**src/rtl/instruction_fetch_pkg.sv**
```systemverilog
// Shared definitions for the venera_cpu_1 front end: the instruction word layout
// and helpers used by the fetch unit and its consumers.
package instruction_fetch_pkg;

  localparam int unsigned OPCODE_WIDTH  = 8;
  localparam int unsigned OPERAND_WIDTH = 8;
  localparam int unsigned INSTR_WIDTH   = OPCODE_WIDTH + OPERAND_WIDTH;

  typedef struct packed {
    logic [OPCODE_WIDTH-1:0]  opcode;
    logic [OPERAND_WIDTH-1:0] operand;
  } instr_t;

  // Driven on the instruction bus whenever no instruction is being issued.
  localparam instr_t INSTR_BUBBLE = '0;

  function automatic instr_t pack_instr(input logic [OPCODE_WIDTH-1:0]  opcode,
                                        input logic [OPERAND_WIDTH-1:0] operand);
    instr_t w;
    w.opcode  = opcode;
    w.operand = operand;
    return w;
  endfunction

endpackage

```
**src/rtl/instruction_fetch.sv**
```systemverilog
// Fetch unit: holds the pc, reads words from a synchronous ROM and issues them as
// one-cycle pulses, spaced so a controller jump lands before the next fetch.
module instruction_fetch
  import instruction_fetch_pkg::*;
#(
  parameter int unsigned           ADDR_WIDTH = 8,
  parameter int unsigned           ISSUE_GAP  = 4,
  parameter logic [ADDR_WIDTH-1:0] RESET_ADDR = '0
) (
  input  logic                  i_clk,
  input  logic                  i_reset,
  input  logic                  i_enable,
  output logic                  o_imem_rd,
  output logic [ADDR_WIDTH-1:0] o_imem_address,
  input  logic [15:0]           i_imem_data,
  output logic                  o_instruction_valid,
  output logic [15:0]           o_instruction,
  input  logic                  i_valid_set_address_instruction,
  input  logic [ADDR_WIDTH-1:0] i_value_set_address_instruction,
  output logic [ADDR_WIDTH-1:0] o_pc
);

  localparam logic [3:0] S_IDLE  = 4'd0;
  localparam logic [3:0] S_READ  = 4'd1;
  localparam logic [3:0] S_WAIT  = 4'd2;
  localparam logic [3:0] S_ISSUE = 4'd3;
  localparam logic [3:0] S_GAP   = 4'd4;

  localparam int unsigned           ISSUE_GAP_MIN = 2;
  localparam logic [3:0]            GAP_LOAD      = 4'(ISSUE_GAP);
  localparam logic [3:0]            GAP_ONE       = 4'd1;
  localparam logic [ADDR_WIDTH-1:0] PC_STEP       = 1;

  if (ISSUE_GAP < ISSUE_GAP_MIN || ISSUE_GAP > 15) begin : g_bad_issue_gap
    $error("ISSUE_GAP must be in 2..15");
  end

  logic [3:0]            state_q, state_d;
  logic [ADDR_WIDTH-1:0] pc_q, pc_d;
  logic [3:0]            gap_cnt_q, gap_cnt_d;
  logic                  flush_q, flush_d;
  logic                  imem_rd_q;
  logic [ADDR_WIDTH-1:0] imem_address_q;
  logic                  instr_valid_q;
  instr_t                instr_q;
  logic                  jump;

  assign jump = i_valid_set_address_instruction;

  always_comb begin
    state_d   = state_q;
    pc_d      = pc_q;
    gap_cnt_d = gap_cnt_q;
    flush_d   = 1'b0;
    case (state_q)
      S_IDLE: begin
        if (i_enable) state_d = S_READ;
      end
      S_READ: begin
        // A jump here invalidates the read already issued to the ROM.
        state_d = S_WAIT;
        flush_d = jump;
      end
      S_WAIT: begin
        state_d = (flush_q || jump) ? S_READ : S_ISSUE;
      end
      S_ISSUE: begin
        pc_d      = pc_q + PC_STEP;
        gap_cnt_d = GAP_LOAD;
        state_d   = S_GAP;
      end
      S_GAP: begin
        gap_cnt_d = gap_cnt_q - GAP_ONE;
        if (gap_cnt_q == GAP_ONE) state_d = i_enable ? S_READ : S_IDLE;
      end
      default: begin
        state_d = S_IDLE;
      end
    endcase
    // Jump target overrides the post-issue increment.
    if (jump) pc_d = i_value_set_address_instruction;
  end

  always_ff @(posedge i_clk) begin
    if (i_reset) begin
      state_q        <= S_IDLE;
      pc_q           <= RESET_ADDR;
      gap_cnt_q      <= '0;
      flush_q        <= 1'b0;
      imem_rd_q      <= 1'b0;
      imem_address_q <= '0;
      instr_valid_q  <= 1'b0;
      instr_q        <= INSTR_BUBBLE;
    end else begin
      state_q        <= state_d;
      pc_q           <= pc_d;
      gap_cnt_q      <= gap_cnt_d;
      flush_q        <= flush_d;
      imem_rd_q      <= (state_d == S_READ);
      imem_address_q <= (state_d == S_READ) ? pc_d : '0;
      instr_valid_q  <= (state_d == S_ISSUE);
      instr_q        <= (state_d == S_ISSUE) ? instr_t'(i_imem_data) : INSTR_BUBBLE;
    end
  end

  assign o_imem_rd           = imem_rd_q;
  assign o_imem_address      = imem_address_q;
  assign o_instruction_valid = instr_valid_q;
  assign o_instruction       = instr_q;
  assign o_pc                = pc_q;

endmodule

```
**config.mk**
```make
export PLATFORM = sky130hd
export DESIGN_NAME = instruction_fetch
export DESIGN_NICKNAME = d
export VERILOG_FILES = /design/src/rtl/instruction_fetch_pkg.sv /design/src/rtl/instruction_fetch.sv
export SDC_FILE = /design/constraint.sdc
export NUM_CORES = 1
export LEC_CHECK = 0
export ABC_AREA = 0
export CORE_ASPECT_RATIO = 1.2
export CORE_MARGIN = 2
export CORE_UTILIZATION = 25
export CTS_BUF_LIST = sky130_fd_sc_hd__clkbuf_4 sky130_fd_sc_hd__clkbuf_8
export DETAILED_ROUTE_END_ITERATION = 7
export DONT_BUFFER_PORTS = 1
export PLACE_DENSITY_LB_ADDON = 0.08
export SLEW_MARGIN = 25
export SYNTH_ARGS = -nofsm -noshare
export SYNTH_HDL_FRONTEND = slang
export SYNTH_SLANG_ARGS = --single-unit
```
**constraint.sdc**
```tcl
create_clock -name i_clk -period 2.4 [get_ports i_clk]
set_clock_uncertainty 0.15 [all_clocks]
set_input_delay 0.6 -clock i_clk [delete_from_list [all_inputs] [get_ports i_clk]]
set_output_delay 0.6 -clock i_clk [all_outputs]
set_load 0.01 [all_outputs]
```
==> qor.txt, run 1 <==
Outcome -> finished clean
GPL Wtd Cong -> 0.750
Largest area contributor in the netlist -> dfxtp_1
EDFF count, synth -> 0
Die width -> 77.2 microns
Max clock buf depth -> 2
I/O Buffers -> 0
GRT overflow -> 0
CTS buffer count -> 5
Synth warnings -> 0
DIE AREA -> 0.00709 sq mm
Clock latency on the worst-skew pair -> 0.28 ns
Post-CTS Resized -> 0
Vias in the first global route -> 1,196
Crit-path max FO -> 17
Reg area -> 861 sq um
Drt total wl -> 3510 microns
Minimum clock period -> 2.05 ns
Startpoint types -> flop
Area of the core -> 0.00633 sq mm
Setup Fix Bufs, Post-CTS -> 0
Distinct cells, synth -> 44
Reg-to-reg slack, setup -> 0.35 ns
Via count -> 1,095
Synth top area share -> 53.6%
Clock transition at the registers of the reported paths -> 0.08 ns
Data arrival, critical path -> 2.13 ns
Placed Instance Area -> 0.00169 sq mm
Synth top area cells -> dfxtp_1 54%, and2_1 7.0%, nor2_1 3.5%
Tightest Pin Transition -> 0.522 ns
Mapped Cells -> 153
Compound-Gate Fraction of Synth Area -> 8.72%
Initial Util -> 25.4%
Power Total -> 1.35 mW
Post-layout instance area -> 0.00180 sq mm
Pwr/cell area -> 748 mW/mm^2
CTS tree -> done
Post-layout util -> 28.4%
Top_reg_cell synth -> dfxtp_1
Post-Synth Simple-Gate Area -> 27.0%
Leakage power -> 0.668 nW
Die height -> 91.8 microns
Asr flop ratio synth -> 0%
Most frequent cells in the layout -> 43 x dfxtp_1, 18 x and2_1, 15 x nor2_1
Dpl hpwl -> 2590 microns
# setup viols final -> 0
Crit path kind -> reg2reg
Worst VDD drop -> 0.000221 V
Diode count -> 0
Standard-cell rows -> 32
Max-cap violations -> 0
Synthesized flop and latch total -> 43
Total Nets Final -> 187
Share of cells above drive strength 1 -> 11.5%
Avg WL per Cell -> 14.6 microns
Post-synthesis cell area -> 0.00161 sq mm
Hold Violations, Final -> 0
Worst Slack Setup Final -> 0.354 ns
Setup TNS -> 0 ns
Footprint of the multi-input gates -> 696 sq um
Area growth, synth to finish -> 12.0%
Largest net degree at the start of global routing -> 18
CTS Sinks -> 43
Post-route DRC -> 0
Worst setup EP type -> flop
Leading cell type in the layout, fill and taps excluded -> dfxtp_1
Main combinational cell family by area after synthesis -> simple AND/OR/NAND/NOR gates
H-tree depth -> 2
CTS hold repair buffers -> 0
Syn Nets -> 184
Top-Level Pins -> 62
Fmax -> 0.489 GHz
Root Driver -> clkbuf_8
# fillers -> 708
Relative slew slack -> 65.1%
Slew Limit Fails -> 0
Gr usage total -> 10.4%
Xor and xnor area share after synthesis -> 1.64%
Initial antenna violation count -> 0
Worst Hold Class -> in2reg
WP data required -> 2.48 ns
Register area share after synthesis -> 53.6%
Detail Route Antenna Nets -> 0
Synth Area in Adders -> 2.34%
Drt pass-1 iters -> 4
Setup WS pre-CTS -> 0.323 ns
Initial DRC Count -> 71
Mux contribution to synthesized area -> 3.35%
Period Utilization, post-route -> 85.2%
Mean Syn Cell Area -> 10.5 sq um
RSZ-0062 raised after global routing -> no
First-pass GRT wire length -> 5690 microns
Via-to-Cell Ratio -> 4.54
==> worst paths after layout <==
check	from	cells after the start	end
hold / removal	i_reset	1	gap_cnt_q[3]
setup / recovery	gap_cnt_q[1]	6	o_instruction[9]
hold reg to reg	gap_cnt_q[3]	1	gap_cnt_q[3]
setup reg to reg	gap_cnt_q[1]	6	o_instruction[9]
==> where the power goes <==
| group | switching, mW | internal [mW] | total, mW |
|---|---|---|---|
| logic | 0.0245 | 0.0223 | 0.0468 |
| clock network | 0.236 | 0.304 | 0.541 |
| registers | 0.0286 | 0.730 | 0.759 |
| total | 0.289 | 1.06 | 1.35 |
==> flip-flops by register name, summed over array words and instances, names as in the netlist <==
name	cells
o_instruction	16
o_pc	8
o_instruction_valid	1
o_imem_rd	1
gap_cnt_q	4
o_imem_address	8
flush_q	1
state_q	4
==> logic make-up (layout without fill, tap and decap cells) <==
family,count (synthesis),after routing
AOI/OAI and AO/OA,20,20
xor gates and xnor gates,3,3
adders and majority gates,3,3
buffers and inverters,11,14
DFF,43,43
muxes,5,5
other,1,1
and+or+nand+nor,67,67
==> layout make-up <==
cell class	instances	share of cell area, %
sequential	43	47.8
clock inverter	2	2.09
tap	85	5.91
clock buffer	5	3.82
timing repair buffer	1	0.417
multi-input combinational	99	38.7
inverter	6	1.25
==> per-stage QoR <==
step / hold WS (ns) / std cells
finish: 0.225 / 241
global route: 0.196 / 241
CTS: 0.210 / 241
detailed placement: 0.313 / 234
global placement: 0.327 / 234
floorplan: 0.275 / 153
==> routing by layer <==
| metal | part of all wire, % | up-vias | GRT usage [%] | routed length, microns |
|---|---|---|---|---|
| met3 | 10 | 5 | 4.92 | 361 |
| met5 | 0 | - | 0 | 0 |
| met2 | 50 | 51 | 18.3 | 1750 |
| met4 | 1.5 | 0 | 4.76 | 53 |
| met1 | 38 | 507 | 10.1 | 1340 |
| li1 | - | 532 | - | - |
==> Yosys cell counts (2+ instances only) <==
cell type and count:
nand4_1 2, nor2b_1 2, nand4bb_1 2, and2_1 18, a21oi_1 5, a211oi_1 5, dfxtp_1 43, nor3_1 7
mux2i_1 2, a31oi_1 4, nor2_1 15, nand2_1 4, inv_1 6, mux2_2 3, xor2_1 2, ha_1 3
clkbuf_1 3
==> worst max-delay path, cell delays in order (launching register included) <==
cell	delay, ns
dfxtp_1	0.31
inv_1	0.10
ha_1	0.15
or3b_1	0.39
a221oi_2	0.28
and2b_1	0.41
and2_1	0.20
Power figures use the tool's default switching activity.
==> inputs of run 2 (changes only) <==
- GPL_TIMING_DRIVEN: default -> 0
==> run 2 against run 1 <==
  * Clock power fell by 16%
  * Critical endpoint is now o_instruction[15]
  * Non-clock buffer count rose by 4
  * Fmax fell by 1.9%
  * Via count rose by 0.82%
  * Flip-flop and latch count did not move
  * Combinational power rose by 13%
  * Setup slack got worse by 0.040 ns
==> qor.txt, run 2 (synthesis gave the netlist of run 1 again) <==
Outcome -> finished clean
Leakage power -> 0.673 nW (+0.63%)
Setup WS pre-CTS -> 0.220 ns (-0.103 ns)
Diode count -> 0 (unchanged)
Pwr/cell area -> 701 mW/mm^2 (-6.3%)
CTS tree -> done
Root Driver -> clkbuf_8
# setup viols final -> 0 (unchanged)
Top-Level Pins -> 62 (unchanged)
Drt pass-1 iters -> 4 (unchanged)
Post-layout instance area -> 0.00180 sq mm (+0.14%)
Crit-path max FO -> 10 (-7)
Dpl hpwl -> 2600 microns (+0.40%)
Worst-path cell chain -> inv_1 > ha_1 > or3b_1 > a221oi_2 > and2b_1 > buf_2 > and2_1
DIE AREA -> 0.00709 sq mm (unchanged)
Hold Violations, Final -> 0 (unchanged)
Standard-cell rows -> 32 (unchanged)
GPL Wtd Cong -> 0.710 (-5.4%)
Max clock buf depth -> 2 (unchanged)
Gr usage total -> 10.3% (-0.064 points)
Die width -> 77.2 microns (unchanged)
Worst Slack Setup Final -> 0.314 ns (-0.0403 ns)
I/O Buffers -> 0 (unchanged)
Via-to-Cell Ratio -> 4.49 (-1.2%)
Die height -> 91.8 microns (unchanged)
Avg WL per Cell -> 13.9 microns (-4.8%)
Area growth, synth to finish -> 12.1%
Leading cell type in the layout, fill and taps excluded -> dfxtp_1
Setup TNS -> 0 ns (unchanged)
Max-cap violations -> 0 (unchanged)
CP max-delay cell -> or3b_1
Tightest Pin Transition -> 0.524 ns (+0.00207 ns)
Worst VDD drop -> 0.000286 V (+30%)
Worst Hold Class -> in2reg
Post-layout util -> 28.5% (+0.040 points)
Relative slew slack -> 64.9% (-0.14 points)
Area of the core -> 0.00633 sq mm (unchanged)
CTS Sinks -> 43 (unchanged)
RSZ-0062 raised after global routing -> no
Startpoint types -> flop
GRT overflow -> 0 (unchanged)
H-tree depth -> 2 (unchanged)
Number of flip-flops in the largest register -> 16 (unchanged)
Post-CTS Resized -> 0 (unchanged)
Most frequent cells in the layout -> 43 x dfxtp_1, 18 x and2_1, 15 x nor2_1
CTS buffer count -> 5 (unchanged)
Largest net degree at the start of global routing -> 14 (-4)
Data arrival, critical path -> 2.17 ns (+0.04 ns)
Initial Util -> 25.4% (unchanged)
Post-route DRC -> 0 (unchanged)
Period Utilization, post-route -> 86.9% (+1.7 points)
Slew Limit Fails -> 0 (unchanged)
Share of cells above drive strength 1 -> 12.4% (+0.88 points)
Setup Fix Bufs, Post-CTS -> 0 (unchanged)
Detail Route Antenna Nets -> 0 (unchanged)
Final std cells w/o fill -> 246 (+2.1%)
Fmax -> 0.479 GHz (-1.9%)
Placed instance count -> 238 (+1.7%)
Initial DRC Count -> 69 (-2.8%)
Placed Instance Area -> 0.00171 sq mm (+1.2%)
First-pass GRT wire length -> 5710 microns (+0.49%)
WP data required -> 2.48 ns (about the same)
Drt total wl -> 3410 microns (-2.8%)
Critical path buffers and inverters -> 2 (+1)
Top delay family on crit path -> simple AND/OR/NAND/NOR gates
Minimum clock period -> 2.09 ns (+0.0403 ns)
Vias in the first global route -> 1,129 (-5.6%)
Peak per-stage delay on the critical path -> 0.40 ns (about the same)
Crit path kind -> reg2reg
Clock transition at the registers of the reported paths -> 0.08 ns (about the same)
Clock latency on the worst-skew pair -> 0.28 ns (about the same)
Worst setup EP type -> flop
Total Nets Final -> 191 (+2.1%)
Via count -> 1,104 (+0.82%)
CTS hold repair buffers -> 0 (unchanged)
Initial antenna violation count -> 0 (unchanged)
[run 2: stage by stage]
stage	hold slack (ns)	total power [mW]
2_1_floorplan	0.275	0.813
3_3_place_gp	0.302	0.830
3_5_place_dp	0.299	0.830
4_1_cts	0.211	1.29
5_1_grt	0.205	1.33
6_report	0.222	1.26
[run 2: final timing paths]
check                    start                end  slack, ns  cells after the start
hold reg to reg   gap_cnt_q[3]       gap_cnt_q[3]       0.31                      1
setup reg to reg  gap_cnt_q[1]  o_instruction[15]       0.31                      7
setup / recovery  gap_cnt_q[1]  o_instruction[15]       0.31                      7
hold / removal         i_reset            o_pc[7]       0.22                      1
[run 2: where the power goes]
part | internal, mW | total, mW | switching, mW
combinational | 0.0232 | 0.0530 | 0.0298
sequential | 0.730 | 0.758 | 0.0282
clock | 0.215 | 0.452 | 0.237
total | 0.968 | 1.26 | 0.295
[run 2: worst register-to-register path, stage by stage (launching register included)]
cell      delay (ns)
dfxtp_1         0.32
inv_1           0.09
ha_1            0.14
or3b_1          0.40
a221oi_2        0.31
and2b_1         0.28
buf_2           0.21
and2_1          0.14
[run 2: layout make-up]
class | instances | area, sq um
fillers | 693 | 4520
flip-flops and latches | 43 | 861
multi-input cells | 99 | 696
well taps | 85 | 106
clock buffers | 6 | 76.3
plain buffers | 5 | 27.5
inverters | 6 | 22.5
clock inverters | 2 | 12.5
[run 2: routing by layer]
layer / wire [microns] / part of all wire [%] / GRT usage, %
met1: 1350 / 39 / 11.7
met2: 1610 / 47 / 15.9
met3: 423 / 12 / 6.20
met4: 29 / 0.85 / 3.57
met5: 0 / 0 / 0
